[src/rtl/uart_pkg.sv]
// uart_pkg: shared UART constants and FSM state encoding for the receiver and transmitter
package uart_pkg;
    localparam int UART_DATA_BITS = 8;
    localparam int CLKS_PER_BIT_DEFAULT = 5208;
    typedef enum logic [2:0] {IDLE, START, DATA, STOP, WAIT_HIGH} uart_state_t;
endpackage

[src/rtl/sync_2ff.sv]
// sync_2ff: two-flop synchroniser for an asynchronous input with a selectable reset value
module sync_2ff #(
    parameter logic RESET_VAL = 1'b0
) (
    input  logic clk,
    input  logic rst_n,
    input  logic d,
    output logic q
);
    logic meta;
    always_ff @(posedge clk) begin
        if (!rst_n) {q, meta} <= {RESET_VAL, RESET_VAL};
        else        {q, meta} <= {meta, d};
    end
endmodule

[src/rtl/uart_rx.sv]
// uart_rx: 8N1 LSB-first UART receiver with start-glitch rejection and framing-error pulse
module uart_rx
    import uart_pkg::*;
#(
    parameter int CLKS_PER_BIT = CLKS_PER_BIT_DEFAULT
) (
    input  logic                      clk,
    input  logic                      rst_n,
    input  logic                      UART_RXD,
    output logic [UART_DATA_BITS-1:0] RX_DATA,
    output logic                      RX_DONE,
    output logic                      RX_FRAME_ERR,
    output logic                      RX_BUSY
);
    localparam int HALF_BIT = (CLKS_PER_BIT - 1) / 2;
    localparam int CNT_W = $clog2(CLKS_PER_BIT);
    localparam int IDX_W = $clog2(UART_DATA_BITS);
    localparam logic [CNT_W-1:0] HALF = CNT_W'(HALF_BIT);
    localparam logic [CNT_W-1:0] LAST = CNT_W'(CLKS_PER_BIT - 1);
    localparam logic [IDX_W-1:0] LAST_IDX = IDX_W'(UART_DATA_BITS - 1);

    uart_state_t               state;
    logic [CNT_W-1:0]          cnt;
    logic [IDX_W-1:0]          idx;
    logic [UART_DATA_BITS-1:0] shift;
    logic                      rxd_s;

    sync_2ff #(.RESET_VAL(1'b1)) u_sync (
        .clk  (clk),
        .rst_n(rst_n),
        .d    (UART_RXD),
        .q    (rxd_s)
    );

    // Returning to IDLE at mid-stop-bit leaves half a bit to catch a following start edge
    always_ff @(posedge clk) begin
        if (!rst_n) begin
            state        <= IDLE;
            cnt          <= '0;
            idx          <= '0;
            shift        <= '0;
            RX_DATA      <= '0;
            RX_DONE      <= 1'b0;
            RX_FRAME_ERR <= 1'b0;
            RX_BUSY      <= 1'b0;
        end else begin
            RX_DONE      <= 1'b0;
            RX_FRAME_ERR <= 1'b0;
            cnt          <= cnt + CNT_W'(1);
            case (state)
                IDLE: begin
                    cnt <= '0;
                    if (!rxd_s) begin
                        state   <= START;
                        RX_BUSY <= 1'b1;
                    end
                end
                START: if (cnt == HALF) begin
                    cnt     <= '0;
                    idx     <= '0;
                    state   <= rxd_s ? IDLE : DATA;
                    RX_BUSY <= !rxd_s;
                end
                DATA: if (cnt == LAST) begin
                    cnt        <= '0;
                    shift[idx] <= rxd_s;
                    idx        <= idx + IDX_W'(1);
                    if (idx == LAST_IDX) state <= STOP;
                end
                STOP: if (cnt == LAST) begin
                    cnt          <= '0;
                    state        <= rxd_s ? IDLE : WAIT_HIGH;
                    RX_BUSY      <= !rxd_s;
                    RX_DONE      <= rxd_s;
                    RX_FRAME_ERR <= !rxd_s;
                    if (rxd_s) RX_DATA <= shift;
                end
                WAIT_HIGH: begin
                    cnt <= '0;
                    if (rxd_s) begin
                        state   <= IDLE;
                        RX_BUSY <= 1'b0;
                    end
                end
                default: state <= IDLE;
            endcase
        end
    end
endmodule

[config.mk]
export PLATFORM = sky130hd
export DESIGN_NAME = uart_rx
export DESIGN_NICKNAME = d
export VERILOG_FILES = /design/src/rtl/uart_pkg.sv /design/src/rtl/sync_2ff.sv /design/src/rtl/uart_rx.sv
export SDC_FILE = /design/constraint.sdc
export NUM_CORES = 1
export LEC_CHECK = 0
export ABC_AREA = 1
export ABC_CLOCK_PERIOD_IN_PS = 4000
export BUFFER_PORTS_ARGS = -buffer_cell sky130_fd_sc_hd__buf_2
export CAP_MARGIN = 20
export CELL_PAD_IN_SITES_DETAIL_PLACEMENT = 0
export CELL_PAD_IN_SITES_GLOBAL_PLACEMENT = 1
export CORE_AREA = 2 2 69 71
export DETAILED_ROUTE_END_ITERATION = 16
export DIE_AREA = 0 0 71 73
export PLACE_DENSITY_LB_ADDON = 0.05
export SLEW_MARGIN = 10
export SYNTH_ARGS = -nofsm -noshare
export SYNTH_HDL_FRONTEND = slang
export SYNTH_HIERARCHICAL = 1
export SYNTH_SLANG_ARGS = --single-unit
[constraint.sdc]
create_clock -name clk -period 4 [get_ports clk]
set_input_delay 0.8 -clock clk [delete_from_list [all_inputs] [get_ports clk]]
set_output_delay 0.8 -clock clk [all_outputs]
set_load 0.005 [all_outputs]
# ---- Yosys cells after proc, flatten, opt, wreduce, memory -nomap -nowiden
# Index checks and enable logic that the tools add are counted.
dict set report totals {
  reg_bits 40
  latch_bits 0
  ram_bits 0
  romBits 0
  inputBits 3
  output_inout_bits 11
  mem_count 0
}
dict set report classes {
  addsub 2
  n_mul 0
  div_mod_pow 0
  n_lt_le_gt_ge 2
  n_eq_ne 13
  shifts 0
  n_mux 23
  bitwise_logic 0
  n_reduce_logical 13
}
# cell count
set ops {}
lappend ops {{$pmux W13 S3} 1}
lappend ops {{$mux W3} 9}
lappend ops {{$mux W13} 2}
lappend ops {{$pmux W3 S5} 1}
lappend ops {{$add A13 B1 Y13 const B} 1}
lappend ops {{$eq A13 B12 Y1 const B} 1}
lappend ops {{$eq A13 B13 Y1 const B} 1}
lappend ops {{$ne A2 B2 Y1 const B} 5}
lappend ops {{$reduce_and A3 Y1} 3}
lappend ops {{$bwmux W8} 1}
lappend ops {{$eq A3 B2 Y1 const B} 2}
lappend ops {{$eq A3 B3 Y1 const B} 2}
lappend ops {{$pmux W3 S2} 1}
lappend ops {{$reduce_and A6 Y1} 1}
lappend ops {{$mux W1} 5}
lappend ops {{$reduce_and A5 Y1} 1}
lappend ops {{$lt A3 B4 Y1 const B} 1}
lappend ops {{$pmux W1 S4} 1}
lappend ops {{$reduce_bool A4 Y1} 1}
lappend ops {{$reduce_or A2 Y1} 2}
lappend ops {{$add A3 B1 Y3 const B} 1}
lappend ops {{$demux W1 S3} 1}
lappend ops {{$eq A3 B1 Y1 const B} 1}
lappend ops {{$ge A3 B1 Y1 const B} 1}
lappend ops {{other kinds (7)} 7}

# ---- Longest topological paths before layout
# Gate-level depths: netlist (run 1).
dict set report logic_depth {
  ltp_word 5
  ltp_mapped 10
}

# ---- Cells and area by module
# The synthesis (run 1) kept the hierarchy.
# module n_inst cells_per_inst area_each_um2
set by_module_without_submodules {}
lappend by_module_without_submodules {uart_rx 1 273 1904.3}
lappend by_module_without_submodules {sync_2ff 1 6 55.1}

# ---- Worst setup path after synthesis (run 1)
# OpenSTA, ideal clock, no wires.
dict set report synth_path {
  path_type {reg2reg}
  from {register cnt[0]}
  to {register cnt[5]}
  t_arrival_ns 1.372
  setup_slack_ns 2.518
  stages_incl_launch_ff 11
  n_path_buf 0
  synth_period_minus_slack_ns 1.482
  cell_sequence {dfxtp_1 -> ha_1 -> nand2_2 -> nor2_4 -> nand3_4 -> nand2_1 -> nand3_1 -> nand2_2 -> inv_2 -> nand3b_1 -> inv_1}
}
dict set report synth_between {
  elab_chain_cells 3
  word_cells_on_any_way 6
}
# item line
set synth_rtl {}
lappend synth_rtl {{start: declaration} uart_rx.sv:23} ;# logic [CNT_W-1:0] cnt;
lappend synth_rtl {{start signal: assignment} uart_rx.sv:49} ;# cnt <= cnt + CNT_W'(1);
lappend synth_rtl {{$add A13 B1 Y13, or another cell as far along} uart_rx.sv:49}
lappend synth_rtl {{$mux W13, on equally long branches} {uart_rx.sv:64, uart_rx.sv:70, uart_rx.sv:58}}
lappend synth_rtl {{$pmux W13 S3 (*)} uart_rx.sv:50} ;# case (state)
# Mark *: on every way between the ends. The rest lies on a longest branch, timed or not.
# A chain may end at the register's enable or synchronous reset.

# ---- Final worst setup path (run 1)
# Same ends and word-level chain as after synthesis.

==> summary.txt, run 1 <==
outcome - complete, no violations
vias in the first global route - 1523
layout net count - 301
Yosys cell types - 28
Logic pwr share - 0.225
area leader, netlist - dfxtp_1
number of synthesized register bits - 40
global-route wire length before repair - 7.03 mm
count leader, synth - nand2_1
die height - 73 um
normalized max-slew margin - 0.629
post-synthesis sequential area ratio - 0.409
Max clock buf depth - 2
Final Hold Fails - 0
post-CTS setup buffers - 0
Switching Power - 0.349 mW
synth cell count leaders - nand2_1 (55), inv_1 (43), nor2_1 (43), dfxtp_1 (40), nand3_1 (20)
Syn Nets - 285
Top Usage Layer GRT - met2
final core utilization - 0.483
drt first-iter violations - 122
Reg clk slew, reported paths - 0.08 ns
wirelength, routed - 3.98 mm
Antenna Cells - 0
Cell Rows - 25
total negative slack - 0 ns
prevailing post-synth register cell - dfxtp_1
maximum clock rate - 570 MHz
Req. time, crit path - 4.20 ns
Synth Warn # - 6
Core Area - 4540 um2
Filler Cell Count - 479
worst hold path class - reg2reg
Die Footprint - 5180 um2
Num CTS Buffers - 5
DR pass1 iterations - 4
number of port buffers - 13
DRC violations left - 0
Global Route met1 Usage - 0.241
Final Cycle Share - 0.439
CP startpoint kind - flip-flop
Final min period - 1.75 ns
Area Overhead vs Synth - 11.7%
hpwl dp - 2.90 mm
Worst Clk Skew - 0.00450 ns
syn_area_per_cell - 7.02 um2
Int Pwr - 0.696 mW
placed instance area - 2070 um2
Final Max Tran Viols - 0
max-cap violation count - 0
Clk Latency, worst-skew pair - 0.30 ns
worst slew pin tran - 0.555 ns
maximum vdd drop - 0.343 mV
Post-synth EDFFs - 0
Initial Util - 0.432
Pwr Total - 1.05 mW
CP peak stage delay - 0.36 ns
post-cts resize count - 0
Horiz. Die Dim - 71 um
Clock Tree Root - clkbuf_8
critical path type - reg2reg
GR Util met3 - 0.0387
TritonCTS clock tree - yes
Ports - 14
total global routing overflow - 0
hold buffers post-CTS - 0
post-layout instance area - 2190 um2
share of cells above drive strength 1 - 0.139
Avg WL per Cell - 11.4 um
Worst Setup End Kind - flip-flop
GR Util met2 - 0.265
initial antenna violation count - 0
Sw Share - 0.334
endpoints failing setup - 0
power per cell area - 478 nW/um2
filler-free cell count of the finished design - 350
clock share of power - 0.329
P_leak - 0.978 nW
slowest CP cell - dfxtp_1
Mapped Cells - 279
Post-Syn Area - 1960 um2
vias per cell - 4.73
largest net degree at the start of global routing - 24
DR vias - 1655
largest cells by area after synthesis - dfxtp_1 (41%), nand2_1 (11%), inv_1 (8.2%)
async set-reset flop share out of synthesis - 0
placed cells - 342
GP Congestion - 0.776
TritonCTS sink count - 40
RSZ-0062 raised after global routing - no
crit-path cells - ha_1, nand2_1, nor2_1, nand3_1, nand2_1, nand3_1, nand2_2, inv_2, nand3b_1, inv_1
Antenna Nets Post-Route - 0
CTS H-tree lvls - 2
area fraction of the dominant cell type after synthesis - 0.409
CP arrival - 1.96 ns
GRT Util Overall - 0.175
sequential share of power - 0.446
largest fanout on the critical path - 11
==> registers in the layout (all words and copies together) (netlist names) <==
| signal | flops |
|---|---|
| state | 3 |
| u_sync/q | 1 |
| idx | 3 |
| RX_DONE | 1 |
| cnt | 13 |
| u_sync/meta | 1 |
| RX_DATA | 8 |
| RX_FRAME_ERR | 1 |
| RX_BUSY | 1 |
| shift | 8 |
==> per-stage QoR <==
step	hold WS, ns	setup WS (ns)
3_5_place_dp	0.388	2.24
6_report	0.407	2.25
2_1_floorplan	0.380	2.52
3_3_place_gp	0.385	2.22
5_1_grt	0.453	2.03
4_1_cts	0.408	2.23
==> final cells by class <==
type | instances | area, um2 | area share
sequential | 40 | 801 | 0.366
clock buffer | 5 | 68.8 | 0.0314
inverter | 48 | 180 | 0.0823
tap | 54 | 67.6 | 0.0309
multi-input combinational | 187 | 961 | 0.439
timing repair buffer | 13 | 65.1 | 0.0297
clock inverter | 3 | 46.3 | 0.0211
==> cell usage in the layout, fill, tap and decap left out, drive strengths merged <==
cell type	Yosys	layout
o22ai	1	1
nand3b	2	2
buf	3	13
nor3b	5	5
a21oi	18	18
bufinv	0	1
inv	48	49
dfxtp	40	40
o21a	1	1
nor3	7	7
xor2	2	2
or2	1	1
nand3	22	22
nand4	3	3
nor2	47	47
o21ai	16	16
clkbuf	1	5
clkinvlp	0	1
ha	3	3
nand2	59	59
==> worst paths after layout <==
| kind | cells past startpoint | slack (ns) | startpoint | end |
|---|---|---|---|---|
| setup / recovery | 10 | 2.25 | cnt[0]$_SDFF_PN0_ | cnt[5]$_SDFF_PN0_ |
| hold / removal | 2 | 0.41 | u_sync/meta$_SDFF_PN1_ | u_sync/q$_SDFF_PN1_ |
| setup reg to reg | 10 | 2.25 | cnt[0]$_SDFF_PN0_ | cnt[5]$_SDFF_PN0_ |
| hold reg to reg | 2 | 0.41 | u_sync/meta$_SDFF_PN1_ | u_sync/q$_SDFF_PN1_ |
==> worst max-delay path, delay by kind of cell (launching register included) <==
kind | cells | cell delay (ns)
flip-flops | 1 | 0.36
adder cells (fa/ha/maj) | 1 | 0.20
AND/OR/NAND/NOR | 7 | 0.95
buffers and inverters | 2 | 0.15
==> power by group through the flow <==
stage,Combinational [mW],Sequential [mW],Clock [mW]
6_report,0.236,0.466,0.344
4_1_cts,0.239,0.466,0.356
3_5_place_dp,0.238,0.475,0
2_1_floorplan,0.197,0.468,0
5_1_grt,0.282,0.472,0.366
3_3_place_gp,0.242,0.476,0
==> layer usage <==
metal | up-vias | routed length (um)
met5 | - | 0
met4 | 0 | 76
met3 | 7 | 108
met2 | 17 | 1610
met1 | 719 | 2190
li1 | 912 | -
==> cells by family (layout without fill, tap and decap cells) <==
| kind of cell | after synthesis | after routing | synth area share |
|---|---|---|---|
| and+or+nand+nor | 146 | 146 | 0.365 |
| AOI/OAI and AO/OA | 36 | 36 | 0.0971 |
| DFF | 40 | 40 | 0.409 |
| xor gates and xnor gates | 2 | 2 | 0.00894 |
| adders and majority gates | 3 | 3 | 0.0192 |
| buffers and inverters | 52 | 69 | 0.101 |
Power figures use the tool's default switching activity.
==> run 2: changes to the inputs <==
Settings changed: ABC_AREA 1 to 0, ABC_CLOCK_PERIOD_IN_PS 4000 to 1500, CORE_AREA 2 2 69 71 to 2 2 72 74, DIE_AREA 0 0 71 73 to 0 0 74 76.
Clock period 4 ns to 1.5 ns, I/O delays scaled along.
==> run 2 against run 1 <==
Final area grew 11%. Sequential share of layout area fell by 3.3 points. Flip-flop and latch count unchanged. Highest routed layer unchanged. Global-route usage is 1.8 points lower. Via count shrank 8.3%. Non-clock buffer count up 28. Combinational power is 57% lower. Critical endpoint is now RX_BUSY$_SDFFE_PN0P_. Clock-buffer cell count did not move. Register-to-register slack worse by 2.3 ns. The run now ends with setup timing left.
==> summary.txt, run 2 <==
post-layout instance area - 2430 um2 (+11%)
number of port buffers - 13 (unchanged)
DRC violations left - 0 (unchanged)
Clk Latency, worst-skew pair - 0.30 ns (about the same)
max-cap violation count - 0 (unchanged)
hold buffers post-CTS - 0 (unchanged)
reg-to-reg endpoint - RX_BUSY$_SDFFE_PN0P_
DR vias - 1517 (-8.3%)
die height - 76 um (+4.1%)
Crit. Startpoint - cnt[1]$_SDFF_PN0_
Mapped Cells - 199 (-29%)
vias per cell - 4.93 (+4.2%)
Max clock buf depth - 2 (unchanged)
Final Hold Fails - 0 (unchanged)
max FFs per register - 13 (unchanged)
commonest cells after routing, fill and taps aside - dfxtp_1 (35), nor2_1 (31), buf_4 (25), nand3_1 (15)
Area Overhead vs Synth - 26.7%
share of cells above drive strength 1 - 0.345 (+0.206)
prevailing post-synth register cell - dfxtp_1
drt first-iter violations - 74 (-39%)
Syn Nets - 205 (-28%)
area fraction of the dominant cell type after synthesis - 0.417 (+0.00853)
wl on met1 - 1.83 mm (-17%)
filler-free cell count of the finished design - 308 (-12%)
CP Capture Point - RX_BUSY$_SDFFE_PN0P_
post-route setup slack - -0.0837 ns (-2.33 ns)
Die Footprint - 5620 um2 (+8.5%)
Worst Clk Skew - 0.00743 ns (+0.00293 ns)
placed instance area - 2230 um2 (+7.6%)
placed cells - 299 (-13%)
Post-Syn Area - 1920 um2 (-2.0%)
GRT Util Overall - 0.157 (-0.0185)
area leader, netlist - dfxtp_1
synth cell count leaders - dfxtp_1 (40), nor2_1 (31), nand3_1 (18), nand2_1 (13), mux2i_1 (11)
met3 routed WL - 103 um (-4.6%)
RSZ-0062 raised after global routing - yes
post-synthesis sequential area ratio - 0.417 (+0.00853)
Initial Util - 0.391 (-0.0413)
Ports - 14 (unchanged)
Yosys cell types - 52 (+86%)
Worst Hold Depth - 2 (unchanged)
power per cell area - 856 nW/um2 (+79%)
vias in the first global route - 1487 (-2.4%)
Post-synth EDFFs - 0 (unchanged)
largest net degree at the start of global routing - 15 (-38%)
Top Layer Used - met4
syn_area_per_cell - 9.64 um2 (+37%)
Horiz. Die Dim - 74 um (+4.2%)
worst reg2reg path depth - 6 (-4)
Worst Setup End Kind - flip-flop
maximum clock rate - 631 MHz (+11%)
global-route wire length before repair - 6.97 mm (-0.88%)
TritonCTS clock tree - yes
largest cells by area after synthesis - dfxtp_1 (42%), nor2_1 (6.1%), mux2i_1 (5.7%)
WL met2 - 2.03 mm (+26%)
Top reg by flops - cnt
Final Cycle Share - 1.06 (+0.617)
Synth Warn # - 6 (unchanged)
normalized max-slew margin - 0.753 (+0.124)
worst slew pin tran - 0.369 ns (-0.187 ns)
reg2reg start - cnt[1]$_SDFF_PN0_
Final min period - 1.58 ns (-0.170 ns)
most common cell after layout, fill and taps aside - dfxtp_1
DR pass1 iterations - 4 (unchanged)
outcome - finished with violations
failing checks - setup timing
Antenna Nets Post-Route - 0 (unchanged)
total global routing overflow - 0 (unchanged)
post-CTS setup buffers - 0 (unchanged)
Reg clk slew, reported paths - 0.08 ns (about the same)
critical path type - reg2reg
CP startpoint kind - flip-flop
endpoints failing setup - 5 (+5)
Antenna Cells - 0 (unchanged)
Avg WL per Cell - 13.0 um (+14%)
largest registers - cnt x13, RX_DATA x8, shift x8
Final Max Tran Viols - 0 (unchanged)
hpwl dp - 2.94 mm (+1.5%)
Filler Cell Count - 455 (-5.0%)
Core Area - 4910 um2 (+8.3%)
async set-reset flop share out of synthesis - 0 (unchanged)
R2R setup slack - -0.08 ns (-2.33 ns)
worst hold path class - in2reg
layout net count - 243 (-19%)
Clock Tree Root - clkbuf_8
count leader, synth - dfxtp_1
P_leak - 0.882 nW (-9.8%)
Num CTS Buffers - 5 (unchanged)
Req. time, crit path - 1.69 ns (-2.51 ns)
Cell Rows - 26 (+4.0%)
initial antenna violation count - 0 (unchanged)
maximum vdd drop - 0.334 mV (-2.4%)
TritonCTS sink count - 40 (unchanged)
CTS H-tree lvls - 2 (unchanged)
largest fanout on the critical path - 5 (-6)
CP arrival - 1.77 ns (-0.19 ns)
number of synthesized register bits - 40 (unchanged)
final core utilization - 0.495 (+0.0124)
GP Congestion - 0.802 (+3.4%)
pre-CTS WS - -0.0822 ns (-2.32 ns)
wirelength, routed - 4.00 mm (+0.40%)
[run 2: cell types whose count changed in the layout (fill, tap and decap cells not counted), sizes merged, moves of 5 or more]
cell / delta
nand2: -46
mux2i: +11
buf: +27
xor2: +6
a21oi: -16
and4bb: +5
inv: -47
o21ai: -8
nor2: -15
[run 2: critical path, stage by stage (launching register included)]
cell      delay (ns)
dfxtp_4         0.36
ha_4            0.14
and4b_2         0.25
nand3_4         0.12
o32a_1          0.35
o211ai_2        0.17
o31ai_2         0.09
[run 2: area by class of cell]
| type | instances | area (um2) | share of cell area |
|---|---|---|---|
| multi-input combinational | 147 | 1090 | 0.450 |
| sequential | 40 | 810 | 0.333 |
| timing repair buffer | 41 | 318 | 0.131 |
| tap | 70 | 87.6 | 0.0360 |
| clock buffer | 5 | 68.8 | 0.0283 |
| clock inverter | 3 | 46.3 | 0.0190 |
| inverter | 2 | 7.51 | 0.00309 |
[run 2: cell families after synthesis]
logic type	share of synthesized area
simple gates	0.314
flops	0.417
compound gates	0.0841
xor+xnor	0.0548
buf+inv	0.0469
mux	0.0632
fa+ha+maj	0.0196
[run 2: worst min path at each step]
stage / start / endpoint
floorplan: rst_n / u_sync/meta$_SDFF_PN1_
global placement: u_sync/meta$_SDFF_PN1_ / u_sync/q$_SDFF_PN1_
detailed placement: u_sync/meta$_SDFF_PN1_ / u_sync/q$_SDFF_PN1_
CTS: UART_RXD / u_sync/meta$_SDFF_PN1_
global route: UART_RXD / u_sync/meta$_SDFF_PN1_
finish: UART_RXD / u_sync/meta$_SDFF_PN1_
[run 2: stage by stage]
step	setup TNS [ns]	hold slack, ns	total power [mW]
2_1_floorplan	-0.0482	0.373	1.15
3_3_place_gp	-0.0127	0.389	1.19
3_5_place_dp	-0.501	0.407	1.19
4_1_cts	-0.326	0.191	2.10
5_1_grt	-1.60	0.191	2.18
6_report	-0.250	0.193	2.08
[run 2: repair_timing]
item                                    4_1_cts  5_1_grt
gates resized for setup                       5       15
cloned                                        0        1
endpoints found under the setup margin       19       34
pin swaps                                     0       14
[run 2: routing by layer]
layer / vias up / GRT usage
met3: 5 / 0.0437
met1: 722 / 0.190
met2: 15 / 0.263
met4: 0 / 0.0491
li1: 775 / -
met5: - / 0
[run 2: where the power goes]
part	leakage (nW)	switching [mW]	total [mW]	internal [mW]
clock network	0.0548	0.405	0.906	0.501
registers	0.326	0.00837	1.08	1.07
logic	0.502	0.0540	0.101	0.0473
